[config.mk]
export PLATFORM = sky130hd
export DESIGN_NAME = serial_adder_flat
export DESIGN_NICKNAME = d
export VERILOG_FILES = /design/src/rtl/serial_adder_pkg.sv /design/src/rtl/serial_adder_if.sv /design/src/rtl/serial_adder_fa_cell.sv /design/src/rtl/serial_adder.sv /design/src/flat_wrapper.sv
export SDC_FILE = /design/constraint.sdc
export NUM_CORES = 1
export LEC_CHECK = 0
export ABC_AREA = 1
export CELL_PAD_IN_SITES_DETAIL_PLACEMENT = 1
export CELL_PAD_IN_SITES_GLOBAL_PLACEMENT = 1
export CORE_ASPECT_RATIO = 0.7
export CORE_MARGIN = 1
export CORE_UTILIZATION = 36
export CTS_BUF_LIST = sky130_fd_sc_hd__clkbuf_8
export DETAILED_ROUTE_END_ITERATION = 7
export GPL_TIMING_DRIVEN = 0
export PLACE_DENSITY = 0.75
export SYNTH_ARGS = -nofsm -noshare
export SYNTH_HDL_FRONTEND = slang
export SYNTH_SLANG_ARGS = --single-unit
[constraint.sdc]
create_clock -name clk -period 1.5 [get_ports clk]
set_input_delay 0.225 -clock clk [delete_from_list [all_inputs] [get_ports clk]]
set_output_delay 0.225 -clock clk [all_outputs]
set_load 0.01 [all_outputs]
[src/rtl/serial_adder_pkg.sv]
// Shared types and helpers for the bit-serial adder/subtractor.
package serial_adder_pkg;

    typedef enum logic [1:0] {
        IDLE = 2'b00,
        RUN  = 2'b01,
        DONE = 2'b10
    } state_e;

    // Bit counter width: enough to count 0..width-1, never narrower than one bit.
    function automatic int counterWidth(input int width);
        if (width <= 2) begin
            return 1;
        end
        return $clog2(width);
    endfunction

endpackage

[src/rtl/serial_adder_if.sv]
// Operation handshake and operand/result bus for the serial adder.
interface serial_adder_if #(
    parameter int WIDTH = 8
);
    logic             start;
    logic             sub;
    logic             cin;
    logic [WIDTH-1:0] a;
    logic [WIDTH-1:0] b;
    logic             busy;
    logic             done;
    logic [WIDTH-1:0] sum;
    logic             cout;
    logic             ovf;

    modport master (
        output start, sub, cin, a, b,
        input  busy, done, sum, cout, ovf
    );

    modport slave (
        input  start, sub, cin, a, b,
        output busy, done, sum, cout, ovf
    );
endinterface

[src/rtl/serial_adder_fa_cell.sv]
// One-bit combinational full adder; the only arithmetic element of the serial adder.
module fa_cell (
    input  logic a,
    input  logic b,
    input  logic ci,
    output logic s,
    output logic co
);
    assign s  = a ^ b ^ ci;
    assign co = (a & b) | (a & ci) | (b & ci);
endmodule

[src/rtl/serial_adder.sv]
// Bit-serial adder/subtractor: one full-adder cell and a carry flip-flop process
// the operands LSB-first, one bit per clock, framed by a start/busy/done handshake.
module serial_adder
    import serial_adder_pkg::*;
#(
    parameter int WIDTH = 8
) (
    input  logic           clk,
    input  logic           rst_n,
    serial_adder_if.slave  bus
);
    localparam int             CNT_W    = counterWidth(WIDTH);
    localparam logic [CNT_W-1:0] LAST_BIT = CNT_W'(WIDTH - 1);

    state_e state_q, state_d;

    logic [WIDTH-1:0] aShift_q, aShift_d;
    logic [WIDTH-1:0] bShift_q, bShift_d;
    logic [WIDTH-1:0] res_q,    res_d;
    logic [WIDTH-1:0] sum_q,    sum_d;
    logic [CNT_W-1:0] bitCnt_q, bitCnt_d;
    logic             carry_q,  carry_d;
    logic             cout_q,   cout_d;
    logic             ovf_q,    ovf_d;

    logic cellS;
    logic cellCo;
    logic lastBit;
    logic accept;
    logic msbCarryIn;
    logic busy;
    logic done;

    // A new operation may only be taken while no bits are in flight.
    assign accept     = bus.start && ((state_q == IDLE) || (state_q == DONE));
    assign lastBit    = (state_q == RUN) && (bitCnt_q == LAST_BIT);
    // On the final bit the carry FF still holds the carry into the MSB.
    assign msbCarryIn = carry_q;

    fa_cell u_fa_cell (
        .a  (aShift_q[0]),
        .b  (bShift_q[0]),
        .ci (carry_q),
        .s  (cellS),
        .co (cellCo)
    );

    // State register.
    always_ff @(posedge clk or negedge rst_n) begin
        if (!rst_n) begin
            state_q <= IDLE;
        end else begin
            state_q <= state_d;
        end
    end

    // Next-state logic: RUN for WIDTH cycles, one DONE cycle, restart allowed from DONE.
    always_comb begin
        state_d = state_q;
        case (state_q)
            IDLE:    state_d = bus.start ? RUN : IDLE;
            RUN:     state_d = (bitCnt_q == LAST_BIT) ? DONE : RUN;
            DONE:    state_d = bus.start ? RUN : IDLE;
            default: state_d = IDLE;
        endcase
    end

    // Output decode of the registered state; start has no path to busy/done.
    always_comb begin
        busy = 1'b0;
        done = 1'b0;
        case (state_q)
            RUN:     busy = 1'b1;
            DONE:    done = 1'b1;
            default: ;
        endcase
    end

    // Datapath next values: load on accept, shift one bit per RUN cycle, publish on the last bit.
    always_comb begin
        aShift_d = aShift_q;
        bShift_d = bShift_q;
        res_d    = res_q;
        sum_d    = sum_q;
        bitCnt_d = bitCnt_q;
        carry_d  = carry_q;
        cout_d   = cout_q;
        ovf_d    = ovf_q;
        if (accept) begin
            aShift_d = bus.a;
            bShift_d = bus.sub ? ~bus.b : bus.b;
            carry_d  = bus.sub ? ~bus.cin : bus.cin;
            bitCnt_d = '0;
        end else if (state_q == RUN) begin
            aShift_d = aShift_q >> 1;
            bShift_d = bShift_q >> 1;
            res_d    = {cellS, res_q[WIDTH-1:1]};
            carry_d  = cellCo;
            bitCnt_d = bitCnt_q + CNT_W'(1);
            if (lastBit) begin
                sum_d  = {cellS, res_q[WIDTH-1:1]};
                cout_d = cellCo;
                ovf_d  = cellCo ^ msbCarryIn;
            end
        end
    end

    // Datapath registers, all cleared by reset so an aborted operation leaves no trace.
    always_ff @(posedge clk or negedge rst_n) begin
        if (!rst_n) begin
            aShift_q <= '0;
            bShift_q <= '0;
            res_q    <= '0;
            sum_q    <= '0;
            bitCnt_q <= '0;
            carry_q  <= 1'b0;
            cout_q   <= 1'b0;
            ovf_q    <= 1'b0;
        end else begin
            aShift_q <= aShift_d;
            bShift_q <= bShift_d;
            res_q    <= res_d;
            sum_q    <= sum_d;
            bitCnt_q <= bitCnt_d;
            carry_q  <= carry_d;
            cout_q   <= cout_d;
            ovf_q    <= ovf_d;
        end
    end

    assign bus.busy = busy;
    assign bus.done = done;
    assign bus.sum  = sum_q;
    assign bus.cout = cout_q;
    assign bus.ovf  = ovf_q;

endmodule

[src/flat_wrapper.sv]
// flat-port wrapper written by rule: the top's interface ports become plain ports
module serial_adder_flat import serial_adder_pkg::*;
#(
    parameter int WIDTH = 8
)
  (clk, rst_n, bus_start, bus_sub, bus_cin, bus_a, bus_b, bus_busy, bus_done, bus_sum, bus_cout, bus_ovf);
  serial_adder_if #(.WIDTH(WIDTH)) bus_i ();
  input  logic clk;
  input  logic rst_n;
  input wire logic [$bits(bus_i.start)-1:0] bus_start;
  input wire logic [$bits(bus_i.sub)-1:0] bus_sub;
  input wire logic [$bits(bus_i.cin)-1:0] bus_cin;
  input wire logic [$bits(bus_i.a)-1:0] bus_a;
  input wire logic [$bits(bus_i.b)-1:0] bus_b;
  output wire logic [$bits(bus_i.busy)-1:0] bus_busy;
  output wire logic [$bits(bus_i.done)-1:0] bus_done;
  output wire logic [$bits(bus_i.sum)-1:0] bus_sum;
  output wire logic [$bits(bus_i.cout)-1:0] bus_cout;
  output wire logic [$bits(bus_i.ovf)-1:0] bus_ovf;
  assign bus_i.start = bus_start;
  assign bus_i.sub = bus_sub;
  assign bus_i.cin = bus_cin;
  assign bus_i.a = bus_a;
  assign bus_i.b = bus_b;
  assign bus_busy = bus_i.busy;
  assign bus_done = bus_i.done;
  assign bus_sum = bus_i.sum;
  assign bus_cout = bus_i.cout;
  assign bus_ovf = bus_i.ovf;
  serial_adder #(.WIDTH(WIDTH)) u_core (.clk(clk), .rst_n(rst_n), .bus(bus_i));
endmodule
==> key figures <==
Outcome
  – Status: finished clean

Synth
  – Ys Warns: 0
  – #FFs+latches synth: 39
  – Synth Area in Adders: 0.0248
  – Seq/Total Area, Yosys: 0.538
  – Post-synth top area share: 0.538
  – Post-synthesis compound-gate area fraction: 0.0606
  – Syn nets: 256
  – Mapped cell area: 0.00182 mm²
  – Syn_area_per_cell: 7.83 µm²
  – Simple-Gate Fraction of Synth Area: 0.281
  – XOR/XNOR share of the synthesized area: 0.00965
  – Netlist cell types: 18
  – Main combinational cell family by area after synthesis: simple AND/OR/NAND/NOR gates
  – Post-synthesis mux area share: 0
  – Synth area leader: dfrtp_1
  – Area contributors post-synth: dfrtp_1 54%, nand2_1 21%, inv_1 6.0%
  – Gate Count Post-Synth: 232

Worst setup path
  – CP Data Required Time: about 1.3 ns
  – Setup CP Type: register to output port
  – RR Startpoint: u_core.state_q[0]
  – Kind of cell adding the most delay to the critical path: buffers and inverters
  – Worst EP arrival: 1.19 ns
  – Critical Path Max Stage Delay: roughly 0.54 ns
  – Crit-path cells: clkdlybuf4s50_1
  – Slowest stage cell, crit path: clkdlybuf4s50_1
  – CP Depth: 1
  – Worst r2r dst: u_core.bShift_q[6]
  – Reg2reg setup slack: between 0.08 and 0.09 ns
  – WP buf/inv: 1
  – Startpoint Class: register
  – Worst r2r path cells: 6
  – CP max FO: 2
  – Crit. End Element: output port

Clocking
  – Clk_lat worst skew: ~0.3 ns
  – TritonCTS Buffers: 5
  – CTS Buffer Depth: 2
  – CTS tree: done
  – Clock Pin Slew Worst Setup and Hold Paths: 0.08 ns
  – CTS H-tree depth: 2
  – Root Buffer: clkbuf_8
  – Clock tree sinks: 39

Timing
  – Period utilization: 0.946
  – Final hold vios: 0
  – Worst hold margin: 0.303 ns
  – Final min period: 1.42 ns
  – Setup-failing EPs final: 0
  – Clock Skew: 0.00619 ns
  – Slew @ Worst Pin: 0.363 ns
  – Final Max Slew Viols: 0
  – Slew headroom: 0.758
  – Highest Clock Rate: 704 MHz

Pwr
  – VDD IR max: 954 µV
  – PD cells: 2030 mW/mm²
  – Leakage: 0.00126 µW

GRT
  – All-Layer GR Usage: 0.184
  – Initial antenna violation count: 0
  – Total gr overflow: 0
  – Vias in the first global route: between 1500 and 2000
  – Largest net degree at the start of global routing: 33
  – First-pass GRT wire length: 7240 µm

Hold path
  – Hold crit path type: input pin to asynchronous set/reset pin

Routing
  – Post-DR wirelength/cell: 12.6 µm
  – Final WL: 4360 µm
  – DR pass1 iterations: 4
  – Initial DRC Count: between 40 and 50
  – DRC viols: 0
  – Vias: 1583
  – Antenna-violating nets left: 0
  – Via-per-instance ratio: 4.56

Cells and area
  – Share of cells above drive strength 1: 0.112
  – # diodes: 0
  – P&R area growth vs syn: 33.4%
  – Layout Nets: 301
  – Most frequent cells in the layout: 102 x nand2_1, 39 x dfrtp_1, 30 x inv_1
  – Fill count: roughly 590
  – Most common cell after layout, fill and taps aside: nand2_1
  – Layout Cell Area excl Fill: 0.00242 mm²

Run
  – MaxCap Viol Count: 0

Floorplan
  – Row cnt: 21
  – Core Area: 0.00481 mm²
  – Initial Util: 0.378
  – Die ar.: between 0.005 and 0.006 mm²
  – IO Count: 33
  – Die Height: 61.4 µm
  – Die Wd: 86.9 µm

Place
  – I/O Buffers: 31
  – Dpl hpwl: about 3100 µm
  – Gpl congestion: 0.719
  – Placed instance area: 0.00223 mm²
## what timing repair did
action | CTS | global route
gates resized for setup | 8 | 7
hold endpoints to repair | 7 | 0
buffers inserted | 1 | 4
setup endpoints to repair | 4 | 10
hold buffers | 1 | 0
pin swaps | 1 | 1
## registers in the layout, summed over array words and instances (netlist names)
register and cells:
u_core.aShift_q 8, u_core.res_q 7, u_core.bus.cout 1, u_core.state_q 2, u_core.bus.sum 8, u_core.carry_q 1
u_core.bShift_q 8, u_core.bitCnt_q 3, u_core.bus.ovf 1
## worst max-delay path by stage
| stage | to | startpoint | slack (ns) |
|---|---|---|---|
| 2_1_floorplan | u_core.bus.sum[2] | u_core.bitCnt_q[0] | 0.23 |
| 3_3_place_gp | u_core.aShift_q[2] | rst_n | -0.83 |
| 4_1_cts | bus_busy | u_core.state_q[0] | -0.05 |
| 6_report | bus_ovf | u_core.bus.ovf | 0.08 |
| 5_1_grt | u_core.bShift_q[6] | u_core.state_q[0] | -0.04 |
| 3_5_place_dp | u_core.bShift_q[6] | bus_start | -0.31 |
## synthesized netlist by cell type
cell type,number
xnor2_1,2
ha_1,2
fa_1,1
buf_4,1
o21ai_0,14
inv_1,29
a21oi_1,1
buf_2,5
o21ai_1,7
or2_2,1
nor2_2,1
nand3_1,17
nand2_1,102
inv_2,2
nand2_2,3
nor2_1,3
dfrtp_1,39
clkbuf_1,2
## routing by layer
layer	track usage	wire, µm	up-vias
li1	-	-	794
met1	0.252	2230	762
met2	0.290	1940	19
met3	0.0442	117	8
met4	0.0643	68	0
met5	0	0	-
## layout make-up
type	instances	area [µm²]	share of cell area
Buffer	8	52.6	0.0217
Clock buffer	5	68.8	0.0284
Clock inverter	3	63.8	0.0263
Inverter	31	116	0.0480
Multi-Input combinational cell	154	696	0.287
Sequential cell	39	976	0.403
Tap cell	69	86.3	0.0356
Timing Repair Buffer	38	363	0.150
## per-stage QoR
step / TNS [ns] / std cells / total power, µW / utilization / setup WS, ns
final: 0 / 347 / 4930 / 0.504 / 0.0804
after global placement: -35.34 / 332 / 3670 / 0.460 / -0.831
after detailed placement: -2.75 / 333 / 3740 / 0.463 / -0.307
after CTS: -0.0510 / 343 / 4880 / 0.498 / -0.0510
after floorplan: 0 / 232 / 2980 / - / 0.226
after global routing: -0.0430 / 347 / 5360 / 0.504 / -0.0430
## cells by family after synthesis
| family | Yosys count |
|---|---|
| simple gates | 127 |
| buf+inv | 39 |
| compound gates | 22 |
| flops | 39 |
| fa+ha+maj | 3 |
| xor+xnor | 2 |
## report_power, final
part / total [µW] / leakage, µW / switching (µW) / internal [µW]
Sequential: 1810 / 0.000490 / 280 / 1530
Combinational: 2060 / 0.000703 / 1150 / 908
Clock: 1050 / 0.0000695 / 392 / 658
Total: 4930 / 0.00126 / 1830 / 3100
(Power assumes the default switching activity.)
